==> config.mk <==
export PLATFORM = sky130hd
export DESIGN_NAME = note_metadata_scheduler
export DESIGN_NICKNAME = d
export VERILOG_FILES = /design/src/rtl/note_metadata_scheduler.sv
export SDC_FILE = /design/constraint.sdc
export NUM_CORES = 2
export LEC_CHECK = 0
export ABC_AREA = 1
export BUFFER_PORTS_ARGS = -buffer_cell sky130_fd_sc_hd__buf_2
export CAP_MARGIN = 10
export CORE_MARGIN = 5
export CORE_UTILIZATION = 25
export DETAILED_ROUTE_END_ITERATION = 8
export HOLD_SLACK_MARGIN = 0.05
export PLACE_DENSITY = 0.4
export SLEW_MARGIN = 30
export SYNTH_ARGS = -nofsm -noshare
export SYNTH_HDL_FRONTEND = slang
export SYNTH_SLANG_ARGS = --single-unit
==> constraint.sdc <==
create_clock -name clk -period 152.1 [get_ports clk]
set_input_delay 45.63 -clock clk [delete_from_list [all_inputs] [get_ports clk]]
set_output_delay 45.63 -clock clk [all_outputs]
set_load 0.02 [all_outputs]
==> src/rtl/note_metadata_scheduler.sv <==
// note_metadata_scheduler
// Shares the single read port of the song note-time memory among the per-note
// matchers. On start it preloads entry 0 of every note, then serves request
// edges round-robin, one outstanding read at a time.
//
// Ports:
//   clk, rst_n        clock, asynchronous active-low reset
//   start             single-cycle pulse: clear state and preload all notes
//   metadata_request  per-note request, rising edge = fetch next entry
//   metadata_link     per-note target time, slice i = [i*TIME_W +: TIME_W]
//   link_valid        slice i holds a fetched value
//   mem_rd_en         read strobe, one cycle per fetch
//   mem_addr          {note_index, entry_index}
//   mem_rdata         read data, valid RD_LAT cycles after mem_rd_en
//   init_done         high from preload completion until next start/reset
//   busy              fetch in flight or preload active
module note_metadata_scheduler #(
  parameter int unsigned NOTES  = 37,
  parameter int unsigned TIME_W = 16,
  parameter int unsigned IDX_W  = 8,
  parameter int unsigned RD_LAT = 2,
  parameter int unsigned NOTE_W = 6
) (
  input  logic                      clk,
  input  logic                      rst_n,
  input  logic                      start,
  input  logic [NOTES-1:0]          metadata_request,
  output logic [NOTES*TIME_W-1:0]   metadata_link,
  output logic [NOTES-1:0]          link_valid,
  output logic                      mem_rd_en,
  output logic [NOTE_W+IDX_W-1:0]   mem_addr,
  input  logic [TIME_W-1:0]         mem_rdata,
  output logic                      init_done,
  output logic                      busy
);

  localparam int unsigned CNT_W = (RD_LAT > 1) ? $clog2(RD_LAT) : 1;

  typedef enum logic [2:0] {
    S_IDLE,
    S_INIT_ISSUE,
    S_INIT_WAIT,
    S_RUN,
    S_WAIT
  } state_t;

  state_t              state, state_next;
  logic [NOTES-1:0]    req_q;
  logic [NOTES-1:0]    pending;
  logic [NOTES-1:0]    exhausted;
  logic [NOTES-1:0]    pend_set;
  logic [NOTES-1:0]    pend_clr;
  logic [IDX_W-1:0]    ptr [NOTES];
  logic [NOTE_W-1:0]   last_grant;
  logic [NOTE_W-1:0]   grant;
  logic [NOTE_W-1:0]   init_idx;
  logic [NOTE_W-1:0]   rr_pick;
  logic [NOTE_W-1:0]   rr_cand;
  logic                rr_found;
  logic [CNT_W-1:0]    lat_cnt;
  logic                lat_last;
  logic                cap_en;
  logic [NOTE_W-1:0]   cap_idx;

  assign lat_last = (lat_cnt == CNT_W'(RD_LAT - 1));

  // Round-robin search starting just after the previous grant.
  always_comb begin
    rr_found = 1'b0;
    rr_pick  = '0;
    rr_cand  = (last_grant == NOTE_W'(NOTES - 1)) ? '0 : last_grant + 1'b1;
    for (int unsigned k = 0; k < NOTES; k++) begin
      if (!rr_found && pending[rr_cand]) begin
        rr_found = 1'b1;
        rr_pick  = rr_cand;
      end
      rr_cand = (rr_cand == NOTE_W'(NOTES - 1)) ? '0 : rr_cand + 1'b1;
    end
  end

  // Request edges are only accepted once the preload has finished.
  always_comb begin
    pend_set = '0;
    pend_clr = '0;
    if (state == S_RUN || state == S_WAIT)
      pend_set = metadata_request & ~req_q & ~exhausted;
    if (state == S_RUN && rr_found)
      pend_clr[rr_pick] = 1'b1;
  end

  always_ff @(posedge clk or negedge rst_n) begin
    if (!rst_n) state <= S_IDLE;
    else        state <= state_next;
  end

  always_comb begin
    state_next = state;
    mem_rd_en  = 1'b0;
    mem_addr   = '0;
    busy       = 1'b0;
    cap_en     = 1'b0;
    cap_idx    = grant;
    case (state)
      S_IDLE: ;
      S_INIT_ISSUE: begin
        mem_rd_en  = 1'b1;
        mem_addr   = {init_idx, {IDX_W{1'b0}}};
        busy       = 1'b1;
        state_next = S_INIT_WAIT;
      end
      S_INIT_WAIT: begin
        busy = 1'b1;
        if (lat_last) begin
          cap_en     = 1'b1;
          cap_idx    = init_idx;
          state_next = (init_idx == NOTE_W'(NOTES - 1)) ? S_RUN : S_INIT_ISSUE;
        end
      end
      S_RUN: begin
        if (rr_found) begin
          mem_rd_en  = 1'b1;
          mem_addr   = {rr_pick, ptr[rr_pick]};
          busy       = 1'b1;
          state_next = S_WAIT;
        end
      end
      S_WAIT: begin
        busy = 1'b1;
        if (lat_last) begin
          cap_en     = 1'b1;
          state_next = S_RUN;
        end
      end
      default: state_next = S_IDLE;
    endcase
    // start overrides everything; the in-flight read is simply never captured.
    if (start) begin
      state_next = S_INIT_ISSUE;
      cap_en     = 1'b0;
    end
  end

  always_ff @(posedge clk or negedge rst_n) begin
    if (!rst_n) begin
      req_q         <= '0;
      pending       <= '0;
      exhausted     <= '0;
      last_grant    <= '0;
      grant         <= '0;
      init_idx      <= '0;
      lat_cnt       <= '0;
      metadata_link <= '0;
      link_valid    <= '0;
      init_done     <= 1'b0;
      for (int unsigned i = 0; i < NOTES; i++) ptr[i] <= '0;
    end else begin
      req_q <= metadata_request;
      if (start) begin
        // metadata_link and last_grant are deliberately held.
        pending    <= '0;
        exhausted  <= '0;
        link_valid <= '0;
        init_done  <= 1'b0;
        init_idx   <= '0;
        lat_cnt    <= '0;
        for (int unsigned i = 0; i < NOTES; i++) ptr[i] <= '0;
      end else begin
        // Set wins over clear so a re-request during its own grant is kept.
        pending <= (pending & ~pend_clr) | pend_set;

        if (state == S_INIT_WAIT || state == S_WAIT)
          lat_cnt <= lat_last ? '0 : lat_cnt + 1'b1;
        else
          lat_cnt <= '0;

        if (state == S_RUN && rr_found) begin
          grant      <= rr_pick;
          last_grant <= rr_pick;
        end

        if (state == S_INIT_WAIT && lat_last) begin
          init_idx <= init_idx + 1'b1;
          if (init_idx == NOTE_W'(NOTES - 1)) init_done <= 1'b1;
        end

        if (cap_en) begin
          link_valid[cap_idx] <= 1'b1;
          if (mem_rdata == '1) begin
            metadata_link[cap_idx*TIME_W +: TIME_W] <= '1;
            exhausted[cap_idx] <= 1'b1;
          end else begin
            metadata_link[cap_idx*TIME_W +: TIME_W] <= mem_rdata;
            // Last addressable entry: stop rather than wrap to entry 0.
            if (ptr[cap_idx] == '1) exhausted[cap_idx] <= 1'b1;
            else                    ptr[cap_idx] <= ptr[cap_idx] + 1'b1;
          end
        end
      end
    end
  end

endmodule

==> flow_summary.ini <==
[placed_design]
place_hpwl_um = 285000
port_buffers = 701
gp_congestion = 0.911

[drt]
wl_per_cell_um = 28.0
via_per_inst = 5.37
drt_wl_total_um = 404000
dr.pass1.iters = 6
drt_iter0_drc = 8596
detail-route-antenna-nets = 0
vias = 77544
drc = 0

[floorplanning]
rows = 197
start_util_pct = 25.1
fp.dieArea_sq_um = 299000
boundaryPins = 702
die_y_um = 547
coreArea_sq_um = 287000
die_w_um = 547

[finish]
multiInputGateArea_sq_um = 39100
fin_nets = 10682
regArea_sq_um = 26400
drive_above_1_share_pct = 17.6
fillers = 31802
syn2layout_area_growth_pct = 16.1

[hold_path]
min_from = metadata_link[56]$_DFFE_PN0P_
hold_depth = 2
hold_end = metadata_link[56]$_DFFE_PN0P_
hold_path_class = reg -> reg

[cts]
htreeDepth = 3
clk_latency_ps = 790
clkTransAtPathRegs_ps = 60
cts.sinks = 1053
post_cts_buffers = 0
cts_resized = 0
cts.path.max_buffers = 3
cts_tree = done
cts-root-buf = clkbuf_16
numCtsBuffers = 118
hold_buffers = 0

[worst_setup_path]
cp-end-kind = output port
crit_top_cell = ha_1
required_ps = 106470
rrSetupSlack_ps = 106400
cp_slowest_cell = buf_4
criticalPathCategory = reg -> out
regToRegStartpoint = grant[0]$_DFFE_PN0P_
worstReg2RegEnd = pending[27]$_DFF_PN0_
startpoint_type = flop
crit_path_max_incr_delay_ps = 820
rr_worst_depth = 197
crit_arrival_ps = 47110
cp_max_fo = 79

[global_routing]
grt_pass1_wl_um = 569000
grt.total_usage_pct = 25.7
antenna_found_initial = 25
grt_max_degree = 156
overflow = 0
grt_pass1_vias = 74730

[logic_synthesis]
ys_types = 86
ys.flop_type = dfrtp_1
synthArstFlopShare_pct = 100
syn_area_per_cell_sq_um = 7.09
synth_most_common_cell = nand2_1
netlist_top_cells_count = nand2_1 (1935), o21ai_0 (1305), dfrtp_1 (1053), nor2_1 (886), a21oi_1 (840)
yosys.area.top_type = dfrtp_1
synth-edff-count = 0
yosys_warnings = 0
synth_area_leaders = dfrtp_1 (37%), nand2_1 (10%), o21ai_0 (9.1%), a21oi_1 (5.8%), nand3_1 (5.7%)
synth_top_area_share_pct = 36.6
syn_nets = 10294
ys_seq_elements = 1053
postSynthCellCount = 10156
synth_area_sq_um = 72000
seq_area_frac_synth_pct = 36.6

[timing]
fin_crit_ps = 92750
worst_pin_slew_ps = 1080
fin_crit_sh_pct = 61.0
rsz0062_at_grt = false
timing.hold.ws_ps = 466
slew_headroom_pct = 27.6
skew_ps = 95.6
finalSetupViolCount = 0
hold_viol = 0
maxSlewViolCount = 0
max_freq_ghz = 0.0108
setup-tns-final_ps = 0

[flow_run]
drv_cap = 0

[run_status]
status = completed
-- logic make-up (layout without fill, tap and decap cells) --
| kind of cell | count (synthesis) | in the layout | share of synthesized area (%) |
|---|---|---|---|
| other cells | 0 | 5 | 0 |
| fa+ha+maj | 82 | 82 | 1.42 |
| compound gates | 2919 | 2919 | 22.4 |
| flops | 1053 | 1053 | 36.6 |
| xor+xnor | 22 | 22 | 0.523 |
| mux | 15 | 15 | 0.212 |
| simple gates | 4415 | 4415 | 28.9 |
| buf+inv | 1650 | 2139 | 9.94 |
-- placed cells by master, fill, tap and decap left out, drive strengths merged, types with 4 or more instances in the layout --
cell     count
nand2     2194
o21ai     1401
dfrtp     1053
nor2      1019
buf        934
inv        924
nand3      901
a21oi      845
o22ai      270
clkbuf     182
nor3       158
o211ai     126
clkinv      84
ha          82
nand4       69
a31oi       63
a32o        37
o31ai       35
nor4        33
o221ai      32
o41ai       29
nand3b      23
o2111ai     20
xor2        19
mux2i       13
a211oi      13
bufinv      12
a22o        11
nor3b       10
a221oi       8
o32ai        8
diode        5
a22oi        4
or3          4
-- per-layer routing --
metal / track usage, % / part of all wire [%]
met1: 33.2 / 41
met3: 4.87 / 7.9
met4: 12.6 / 6.0
met2: 41.3 / 45
met5: 0 / 0.0072
-- flip-flops by register name, indices dropped and copies added (netlist names) --
register and cells:
metadata_link 592, ptr 296, exhausted 37, link_valid 37, pending 37, req_q 37
grant 6, init_idx 6, state 3, init_done 1, lat_cnt 1
-- cell type report --
cell class	instances	area share, %
antenna	5	0.0150
clock buffer	182	4.24
clock inverter	39	0.649
inverter	984	4.65
multi-input combinational	7453	46.7
sequential	1053	31.5
tap	3781	5.66
timing repair buffer	934	6.53
-- worst max-delay path: cells and delay by family (launching register included) --
kind                       cells  cell delay, ps
AOI/OAI and AO/OA              3             960
adders and majority gates     37           11240
buffers and inverters         43           10370
DFF                            1             430
and+or+nand+nor              118           23000
-- stage by stage --
step,instances,utilization [%],cell area [sq um],setup slack (ps)
global route,14427,29.1,83600,55190
floorplan,10156,-,72000,66990
global placement,14199,27.5,79100,62060
CTS,14422,29.0,83400,60020
detailed placement,14201,27.6,79400,60930
finish,14431,29.1,83600,59360
-- how the worst max path moves through the flow --
stage	from	slack (ps)	endpoint
after floorplan	grant[0]$_DFFE_PN0P_	66990	mem_addr[1]
after global placement	grant[0]$_DFFE_PN0P_	62060	mem_addr[2]
after detailed placement	grant[0]$_DFFE_PN0P_	60930	mem_addr[2]
after CTS	grant[0]$_DFFE_PN0P_	60020	mem_addr[2]
after global routing	grant[1]$_DFFE_PN0P_	55190	mem_addr[2]
final	grant[0]$_DFFE_PN0P_	59360	mem_addr[2]
Power is not shown: default switching activity piles up to over one toggle a cycle in this logic, so the estimate is an artifact.
